### config.mk
export PLATFORM = sky130hd
export DESIGN_NAME = dest_tag_pipeline_flat
export DESIGN_NICKNAME = d
export VERILOG_FILES = /design/src/rtl/dest_tag_pipeline_if.sv /design/src/rtl/dest_tag_pipeline.sv /design/src/flat_wrapper.sv
export SDC_FILE = /design/constraint.sdc
export NUM_CORES = 1
export LEC_CHECK = 0
export BUFFER_PORTS_ARGS = -buffer_cell sky130_fd_sc_hd__buf_4
export CAP_MARGIN = 10
export CORE_AREA = 2 2 88 90
export DETAILED_ROUTE_END_ITERATION = 8
export DIE_AREA = 0 0 90 92
export GPL_TIMING_DRIVEN = 0
export PLACE_DENSITY_LB_ADDON = 0.15
export SLEW_MARGIN = 20
export SYNTH_ARGS = -nofsm -noshare
export SYNTH_HDL_FRONTEND = slang
export SYNTH_SLANG_ARGS = --single-unit
export TNS_END_PERCENT = 5
### constraint.sdc
create_clock -name clk -period 2.4 [get_ports clk]
set_clock_uncertainty 0.05 [all_clocks]
set_input_delay 0.36 -clock clk [delete_from_list [all_inputs] [get_ports clk]]
set_output_delay 0.36 -clock clk [all_outputs]
set_load 0.01 [all_outputs]
### src/rtl/dest_tag_pipeline_if.sv
`default_nettype none
// ============================================================================
// Module      : dest_tag_pipeline_if
// Description : ID-side inputs and EX/MEM/WB tag outputs exchanged between the
//               decode stage, the destination-tag pipeline and the hazard unit.
// Revision    : 1.0 - initial release
// ============================================================================
interface dest_tag_pipeline_if #(
    parameter int REG_ADDR_W = 5,
    parameter int CNT_W      = 16
);
    // ID-stage instruction attributes and pipeline control
    logic [REG_ADDR_W-1:0]      id_destination;
    logic                       id_rf_enable;
    logic                       id_load_instruction;
    logic                       nop_signal;
    logic                       flush;
    logic                       hold;

    // Stage tags presented to the hazard/forwarding unit
    logic [REG_ADDR_W-1:0]      ex_destination;
    logic [REG_ADDR_W-1:0]      mem_destination;
    logic [REG_ADDR_W-1:0]      wb_destination;
    logic                       ex_rf_enable;
    logic                       mem_rf_enable;
    logic                       wb_rf_enable;
    logic                       ex_load_instruction;
    logic                       mem_load_instruction;
    logic [(2**REG_ADDR_W)-1:0] pending_mask;
    logic [CNT_W-1:0]           bubble_count;
    logic [CNT_W-1:0]           hold_count;

    modport master (
        output id_destination, id_rf_enable, id_load_instruction,
        output nop_signal, flush, hold,
        input  ex_destination, mem_destination, wb_destination,
        input  ex_rf_enable, mem_rf_enable, wb_rf_enable,
        input  ex_load_instruction, mem_load_instruction,
        input  pending_mask, bubble_count, hold_count
    );

    modport slave (
        input  id_destination, id_rf_enable, id_load_instruction,
        input  nop_signal, flush, hold,
        output ex_destination, mem_destination, wb_destination,
        output ex_rf_enable, mem_rf_enable, wb_rf_enable,
        output ex_load_instruction, mem_load_instruction,
        output pending_mask, bubble_count, hold_count
    );
endinterface
`default_nettype wire

### src/rtl/dest_tag_pipeline.sv
`default_nettype none
// ============================================================================
// Module      : dest_tag_pipeline
// Description : Carries destination tag, write enable and load flag through
//               EX/MEM/WB with bubble/hold control, a pending-write scoreboard
//               and saturating bubble/hold counters.
// Revision    : 1.0 - initial release
// ============================================================================
module dest_tag_pipeline #(
    parameter int REG_ADDR_W = 5,
    parameter int CNT_W      = 16
) (
    input  wire logic           clk,
    input  wire logic           reset,
    dest_tag_pipeline_if.slave  bus
);
    localparam int c_NUM_REGS = 2 ** REG_ADDR_W;

    logic [REG_ADDR_W-1:0] ex_dest_q,  ex_dest_d;
    logic                  ex_rf_q,    ex_rf_d;
    logic                  ex_ld_q,    ex_ld_d;
    logic [REG_ADDR_W-1:0] mem_dest_q, mem_dest_d;
    logic                  mem_rf_q,   mem_rf_d;
    logic                  mem_ld_q,   mem_ld_d;
    logic [REG_ADDR_W-1:0] wb_dest_q,  wb_dest_d;
    logic                  wb_rf_q,    wb_rf_d;
    logic [CNT_W-1:0]      bubble_cnt_q, bubble_cnt_d;
    logic [CNT_W-1:0]      hold_cnt_q,   hold_cnt_d;

    logic                  w_bubble;
    logic                  w_id_nonzero;
    logic                  w_id_rf;
    logic                  w_id_ld;
    logic [c_NUM_REGS-1:0] w_pending;

    assign w_bubble     = bus.flush | bus.nop_signal;
    assign w_id_nonzero = |bus.id_destination;
    // Writes to r0 are discarded, so they never create a hazard or load stall
    assign w_id_rf      = bus.id_rf_enable & w_id_nonzero;
    assign w_id_ld      = bus.id_load_instruction & w_id_rf;

    always_comb begin
        ex_dest_d    = ex_dest_q;
        ex_rf_d      = ex_rf_q;
        ex_ld_d      = ex_ld_q;
        mem_dest_d   = mem_dest_q;
        mem_rf_d     = mem_rf_q;
        mem_ld_d     = mem_ld_q;
        wb_dest_d    = wb_dest_q;
        wb_rf_d      = wb_rf_q;
        bubble_cnt_d = bubble_cnt_q;
        hold_cnt_d   = hold_cnt_q;

        if (bus.hold) begin
            if (!(&hold_cnt_q)) begin
                hold_cnt_d = hold_cnt_q + CNT_W'(1);
            end
        end else begin
            wb_dest_d  = mem_dest_q;
            wb_rf_d    = mem_rf_q;
            mem_dest_d = ex_dest_q;
            mem_rf_d   = ex_rf_q;
            mem_ld_d   = ex_ld_q;
            if (w_bubble) begin
                ex_dest_d = '0;
                ex_rf_d   = 1'b0;
                ex_ld_d   = 1'b0;
                if (!(&bubble_cnt_q)) begin
                    bubble_cnt_d = bubble_cnt_q + CNT_W'(1);
                end
            end else begin
                ex_dest_d = bus.id_destination;
                ex_rf_d   = w_id_rf;
                ex_ld_d   = w_id_ld;
            end
        end
    end

    always_ff @(posedge clk) begin
        if (reset) begin
            ex_dest_q    <= '0;
            ex_rf_q      <= 1'b0;
            ex_ld_q      <= 1'b0;
            mem_dest_q   <= '0;
            mem_rf_q     <= 1'b0;
            mem_ld_q     <= 1'b0;
            wb_dest_q    <= '0;
            wb_rf_q      <= 1'b0;
            bubble_cnt_q <= '0;
            hold_cnt_q   <= '0;
        end else begin
            ex_dest_q    <= ex_dest_d;
            ex_rf_q      <= ex_rf_d;
            ex_ld_q      <= ex_ld_d;
            mem_dest_q   <= mem_dest_d;
            mem_rf_q     <= mem_rf_d;
            mem_ld_q     <= mem_ld_d;
            wb_dest_q    <= wb_dest_d;
            wb_rf_q      <= wb_rf_d;
            bubble_cnt_q <= bubble_cnt_d;
            hold_cnt_q   <= hold_cnt_d;
        end
    end

    for (genvar gi = 0; gi < c_NUM_REGS; gi++) begin : g_pending
        if (gi == 0) begin : g_r0
            assign w_pending[gi] = 1'b0;
        end else begin : g_rn
            assign w_pending[gi] =
                (ex_rf_q  && (ex_dest_q  == REG_ADDR_W'(gi))) ||
                (mem_rf_q && (mem_dest_q == REG_ADDR_W'(gi))) ||
                (wb_rf_q  && (wb_dest_q  == REG_ADDR_W'(gi)));
        end
    end

    assign bus.ex_destination       = ex_dest_q;
    assign bus.mem_destination      = mem_dest_q;
    assign bus.wb_destination       = wb_dest_q;
    assign bus.ex_rf_enable         = ex_rf_q;
    assign bus.mem_rf_enable        = mem_rf_q;
    assign bus.wb_rf_enable         = wb_rf_q;
    assign bus.ex_load_instruction  = ex_ld_q;
    assign bus.mem_load_instruction = mem_ld_q;
    assign bus.pending_mask         = w_pending;
    assign bus.bubble_count         = bubble_cnt_q;
    assign bus.hold_count           = hold_cnt_q;

endmodule
`default_nettype wire

### src/flat_wrapper.sv
// flat-port wrapper written by rule: the top's interface ports become plain ports
module dest_tag_pipeline_flat 
#(
    parameter int REG_ADDR_W = 5,
    parameter int CNT_W      = 16
)
  (clk, reset, bus_id_destination, bus_id_rf_enable, bus_id_load_instruction, bus_nop_signal, bus_flush, bus_hold, bus_ex_destination, bus_mem_destination, bus_wb_destination, bus_ex_rf_enable, bus_mem_rf_enable, bus_wb_rf_enable, bus_ex_load_instruction, bus_mem_load_instruction, bus_pending_mask, bus_bubble_count, bus_hold_count);
  dest_tag_pipeline_if #(.REG_ADDR_W(REG_ADDR_W), .CNT_W(CNT_W)) bus_i ();
  input  wire logic clk;
  input  wire logic reset;
  input wire logic [$bits(bus_i.id_destination)-1:0] bus_id_destination;
  input wire logic [$bits(bus_i.id_rf_enable)-1:0] bus_id_rf_enable;
  input wire logic [$bits(bus_i.id_load_instruction)-1:0] bus_id_load_instruction;
  input wire logic [$bits(bus_i.nop_signal)-1:0] bus_nop_signal;
  input wire logic [$bits(bus_i.flush)-1:0] bus_flush;
  input wire logic [$bits(bus_i.hold)-1:0] bus_hold;
  output wire logic [$bits(bus_i.ex_destination)-1:0] bus_ex_destination;
  output wire logic [$bits(bus_i.mem_destination)-1:0] bus_mem_destination;
  output wire logic [$bits(bus_i.wb_destination)-1:0] bus_wb_destination;
  output wire logic [$bits(bus_i.ex_rf_enable)-1:0] bus_ex_rf_enable;
  output wire logic [$bits(bus_i.mem_rf_enable)-1:0] bus_mem_rf_enable;
  output wire logic [$bits(bus_i.wb_rf_enable)-1:0] bus_wb_rf_enable;
  output wire logic [$bits(bus_i.ex_load_instruction)-1:0] bus_ex_load_instruction;
  output wire logic [$bits(bus_i.mem_load_instruction)-1:0] bus_mem_load_instruction;
  output wire logic [$bits(bus_i.pending_mask)-1:0] bus_pending_mask;
  output wire logic [$bits(bus_i.bubble_count)-1:0] bus_bubble_count;
  output wire logic [$bits(bus_i.hold_count)-1:0] bus_hold_count;
  assign bus_i.id_destination = bus_id_destination;
  assign bus_i.id_rf_enable = bus_id_rf_enable;
  assign bus_i.id_load_instruction = bus_id_load_instruction;
  assign bus_i.nop_signal = bus_nop_signal;
  assign bus_i.flush = bus_flush;
  assign bus_i.hold = bus_hold;
  assign bus_ex_destination = bus_i.ex_destination;
  assign bus_mem_destination = bus_i.mem_destination;
  assign bus_wb_destination = bus_i.wb_destination;
  assign bus_ex_rf_enable = bus_i.ex_rf_enable;
  assign bus_mem_rf_enable = bus_i.mem_rf_enable;
  assign bus_wb_rf_enable = bus_i.wb_rf_enable;
  assign bus_ex_load_instruction = bus_i.ex_load_instruction;
  assign bus_mem_load_instruction = bus_i.mem_load_instruction;
  assign bus_pending_mask = bus_i.pending_mask;
  assign bus_bubble_count = bus_i.bubble_count;
  assign bus_hold_count = bus_i.hold_count;
  dest_tag_pipeline #(.REG_ADDR_W(REG_ADDR_W), .CNT_W(CNT_W)) u_core (.clk(clk), .reset(reset), .bus(bus_i));
endmodule
**After elaboration in Yosys (flattened, before gate mapping)**

Cells that the tools add are included.

- Register bits after elaboration: 52
- Bits in latches: 0
- Memory bits (writable): 0
- Bits in read-only memories: 0
- Input bits: 12
- Output and inout bits: 84
- Logic and storage cells: 274
- Memories: 0

- Add/subtract/negate cells: 2
- Multipliers: 0
- Div/mod/pow operators: 0
- $lt $le $gt $ge: 0
- Equal/unequal tests: 93
- Shift-type cells: 0
- Multiplexer cells: 3
- Bitwise logic cells: 6
- Reduce and logical (&&, ||, !) cells: 160

Operators with widths:

| cell | count |
|---|---|
| 5-bit == test (second input constant) | 48 |
| 5-bit by 4-bit == test with 1-bit output (second input constant) | 24 |
| 1-bit logical AND | 93 |
| 1-bit logical OR | 62 |
| 5-bit by 3-bit == test with 1-bit output (second input constant) | 12 |
| 16-bit by 1-bit adder with 16-bit output (second input constant) | 2 |
| 16-bit AND reduction | 2 |
| 5-bit by 2-bit == test with 1-bit output (second input constant) | 6 |
| 5-bit by 1-bit == test with 1-bit output (second input constant) | 3 |
| 5-bit 2-to-1 mux | 1 |
| 5-bit OR reduction | 1 |
| 1-bit NOT | 3 |
| 3-bit AND reduction | 1 |
| 1-bit AND | 2 |
| 1-bit 2-to-1 mux | 2 |
| 2-bit AND reduction | 1 |
| 1-bit bitwise OR | 1 |

**Logic depth before layout (Yosys ltp)**

- Depth in word-level cells: 4
- Gate-level depth with buffers: 6
- Depth with buffers taken out: 5

**Worst setup path after synthesis**

No wires, ideal clock.

- Kind: reg-to-reg
- Start point: register u_core.hold_cnt_q[0], in the netlist u_core.bus.hold_count[0]
- End point: register u_core.hold_cnt_q[0], in the netlist u_core.bus.hold_count[0]
- Library setup time: 0.123 ns
- Arrival time: 1.549 ns
- Required time: 2.227 ns
- Path slack: 0.677 ns
- Stages on the path, launching flop included: 6
- Path buffers: 0
- Period minus slack after synthesis: 1.723 ns
- Cell sequence: dfxtp_1 ha_1 nand3_1 nor4_4 a21boi_1 mux2_1

- Cells in the longest elaborated chain, start to end: 3
- Elaborated cells between the ends (all ways): 4
- Classes of those cells: 1 x add/sub; 1 x bitwise; 2 x reduce/logical

RTL lines:

| item | line | RTL |
|---|---|---|
| start: declaration | dest_tag_pipeline.sv:28 | `logic [CNT_W-1:0] hold_cnt_q, hold_cnt_d;` |
| start signal: assignment | dest_tag_pipeline.sv:101 | `hold_cnt_q <= hold_cnt_d;` |
| parallel branches: the longest is 3 deep, another holds 16-bit by 1-bit adder with 16-bit output | -- |  |

Several ways; the timed one is not identified.
A chain may end at the register's enable or synchronous reset.

**Final worst setup path**

- Start point: register u_core.wb_dest_q[3], in the netlist u_core.bus.wb_destination[3]
- End point: output port bus_pending_mask[8]

- Cells in the longest elaborated chain, start to end: 3

RTL lines:

| item | line | RTL |
|---|---|---|
| start: declaration | dest_tag_pipeline.sv:25 | `logic [REG_ADDR_W-1:0] wb_dest_q, wb_dest_d;` |
| start signal: assignment | dest_tag_pipeline.sv:98 | `wb_dest_q <= wb_dest_d;` |
| 5-bit by 4-bit == test with 1-bit output | dest_tag_pipeline.sv:112 | `(wb_rf_q && (wb_dest_q == REG_ADDR_W'(gi)));` |
| 1-bit logical AND | dest_tag_pipeline.sv:112 |  |
| 1-bit logical OR | dest_tag_pipeline.sv:111 | `(mem_rf_q && (mem_dest_q == REG_ADDR_W'(gi))) \|\|` |
| end: declaration | flat_wrapper.sv:25 | `output wire logic [$bits(bus_i.pending_mask)-1:0] bus_pending_mask;` |

Every way passes these cells.

==> run summary <==
Final Worst Setup Slack: 0.262 ns
Post-Route WL: 9680 µm
crit end category: output pin
Vias/cell: 5.71
flop-to-flop setup slack: 0.52 ns
Max-cap violations: 0
worst setup path start: u_core.bus.wb_destination[3]
fill count: 771
share of layout cells above drive strength 1: 22.1%
GRT Util Overall: 23.2%
Die Area: 8280 µm²
maximum vdd drop: 0.000272 V
Residual DRC: 0
nets@finish: 540
drt first pass iters: 5
RePlAce Congestion: 0.935
Worst R2R End: u_core.bus.hold_count[0]
hold path endpoint: u_core.bus.ex_load_instruction
Post-synth top flop: dfxtp_1
number of global-route vias before repair: 3,337
Worst setup SP type: flop
post-CTS setup buffer count: 0
HPWL Detailed: 7300 µm
final hold vios: 0
ant diodes: 0
asr flop ratio synth: 0%
Slowest cell on crit path: a222oi_1
CP Data Required Time: 1.99 ns
most frequent cells in the layout: buf_4 (96), nand2_1 (84), dfxtp_1 (52), nor2_1 (49), a22oi_1 (29)
TritonCTS Buffers: 5
CTS tree: built
clock buffer depth: 2
largest net degree at the start of global routing: 14
Hold Crit Depth: 3
CP delay by family, top: buffers and inverters
P&R area growth vs syn: 27.8%
final core occ: 55.2%
Row Count: 32
final setup violation count: 0
GRT overflow: 0
post-cts gate resize count: 0
global-route wire length before repair: 15,900 µm
post-place setup slack: 0.507 ns
CP Max Fanout: 8
Die W: 90 µm
Pwr Total: 1460 µW
CP Buf/Inv Count: 3
Post-synth EDFFs: 0
most common cell after layout, fill and taps aside: buf_4
Cell Pwr Density: 356 nW/µm²
Post-DRT Antenna Nets: 0
chip height: 92 µm
max frequency: 0.468 GHz
Ys Warns: 0
core box area: 7450 µm²
cts hold-fix bufs: 0
Hold Startpoint: bus_id_load_instruction
slew margin rel.: 57.6%
max-slew violations: 0
Clock Latency Late Sink: 0.29 ns
RSZ-0062 raised after global routing: no
number of distinct library cells after synthesis: 51
setup_tns: 0 ns
Starting Density: 43.2%
Leakage: 0.00173 µW
cells after synthesis: 426
wire per inst: 15.5 µm
CTS root buf: clkbuf_8
initial antenna violation count: 0
Synth Cell Area: 3210 µm²
register area share after synthesis: 32.4%
io pins: 96
RR Startpoint: u_core.bus.hold_count[0]
worst-case reg-to-reg path depth: 5
fin crit period: 2.14 ns
H-tree depth: 2
status: complete, no violations
#FFs+latches synth: 52
Clock transition at path regs: 0.09 ns
Post-Syn Nets: 440
vias: 3,572
Avg Inst Size Synth: 7.55 µm²
CTS Sinks: 52
IO buf count: 93
WS Path Type: flop to output pin
Final period util: 89.1%
1st-iter DRT viols: 182
WP data arrival: 1.73 ns
Worst-Margin Slew: 0.634 ns
Hold Crit Class: input pin to flop
CP max stage delay: 0.45 ns
CP cell instances: nor2b_1, clkbuf_1, a222oi_1, inv_1, buf_4
## logic make-up (layout without fill, tap and decap cells)
family | count (synthesis) | count (layout) | share of synthesized area, %
other | 1 | 1 | 0.117
flip-flops | 52 | 52 | 32.4
adder cells (fa/ha/maj) | 2 | 2 | 0.778
AND/OR/NAND/NOR | 231 | 231 | 37.1
AO/OA/AOI/OAI | 89 | 89 | 19.4
buffers and inverters | 33 | 131 | 4.52
multiplexers | 18 | 18 | 5.72
## area by class of cell
type	instances	area, µm²	share of cell area [%]
Clock buffer	5	68.8	1.67
Multi-Input combinational cell	341	2030	49.4
Inverter	10	37.5	0.914
Sequential cell	52	1040	25.3
Buffer	23	108	2.62
Tap cell	102	128	3.11
Timing Repair Buffer	93	698	17.0
## routing by layer
layer  vias up  global-route usage (%)  wire, µm
li1       1734                       -         -
met1      1680                    29.9      4250
met2       139                    39.0      4640
met3        19                    3.86       613
met4         0                    9.10       180
met5         -                       0         0
## metrics by stage
step / std cells / hold WS [ns] / area, µm²
after floorplan: 426 / 0.457 / 3210
after global placement: 621 / 0.442 / 4040
after detailed placement: 621 / 0.441 / 4040
after CTS: 626 / 0.271 / 4110
after global routing: 626 / 0.268 / 4110
final: 626 / 0.282 / 4110
## worst max path at each step
stage / to / cells past startpoint
after global placement: u_core.bus.hold_count[0] / 5
after floorplan: u_core.bus.hold_count[0] / 5
after detailed placement: u_core.bus.hold_count[0] / 5
after global routing: bus_pending_mask[16] / 5
after CTS: bus_pending_mask[8] / 5
final: bus_pending_mask[8] / 5
## registers in the layout (all words and copies together), names as in the netlist
| name | count |
|---|---|
| u_core.bus.ex_load_instruction | 1 |
| u_core.bus.mem_load_instruction | 1 |
| u_core.bus.ex_destination | 5 |
| u_core.bus.wb_destination | 5 |
| u_core.bus.ex_rf_enable | 1 |
| u_core.bus.wb_rf_enable | 1 |
| u_core.bus.bubble_count | 16 |
| u_core.bus.mem_rf_enable | 1 |
| u_core.bus.hold_count | 16 |
| u_core.bus.mem_destination | 5 |
## worst register-to-register path: cells and delay by family (launching register included)
| kind | cells | cell delay, ns |
|---|---|---|
| AND/OR/NAND/NOR | 2 | 0.56 |
| AO/OA/AOI/OAI | 1 | 0.17 |
| adder cells (fa/ha/maj) | 1 | 0.25 |
| multiplexers | 1 | 0.34 |
| flip-flops | 1 | 0.41 |
## synthesized netlist by cell type (3+ instances only)
master | number | area (µm²)
a22oi_1 | 29 | 218
nor3_1 | 14 | 70.1
and2_1 | 4 | 25.0
nand3b_1 | 5 | 37.5
nor2b_1 | 8 | 50.1
mux2_1 | 3 | 33.8
buf_4 | 3 | 22.5
mux2i_1 | 15 | 150
nand4_1 | 6 | 37.5
nor2_1 | 49 | 184
nand3_1 | 7 | 35.0
a21oi_1 | 26 | 130
or4_1 | 13 | 97.6
and4_1 | 4 | 35.0
or3_1 | 5 | 31.3
and3_1 | 4 | 25.0
clkbuf_1 | 15 | 56.3
inv_1 | 10 | 37.5
dfxtp_1 | 52 | 1040
nand2_1 | 84 | 315
nor4_1 | 3 | 18.8
a31oi_1 | 3 | 18.8
nand2b_1 | 13 | 81.3
o31ai_1 | 14 | 105
## power by group
group,switching [µW],total (µW),internal [µW]
logic,68.5,123,54.3
clock network,263,452,189
registers,15.5,888,872
total,347,1460,1120
Note: power is estimated with default switching activity, not from simulation.
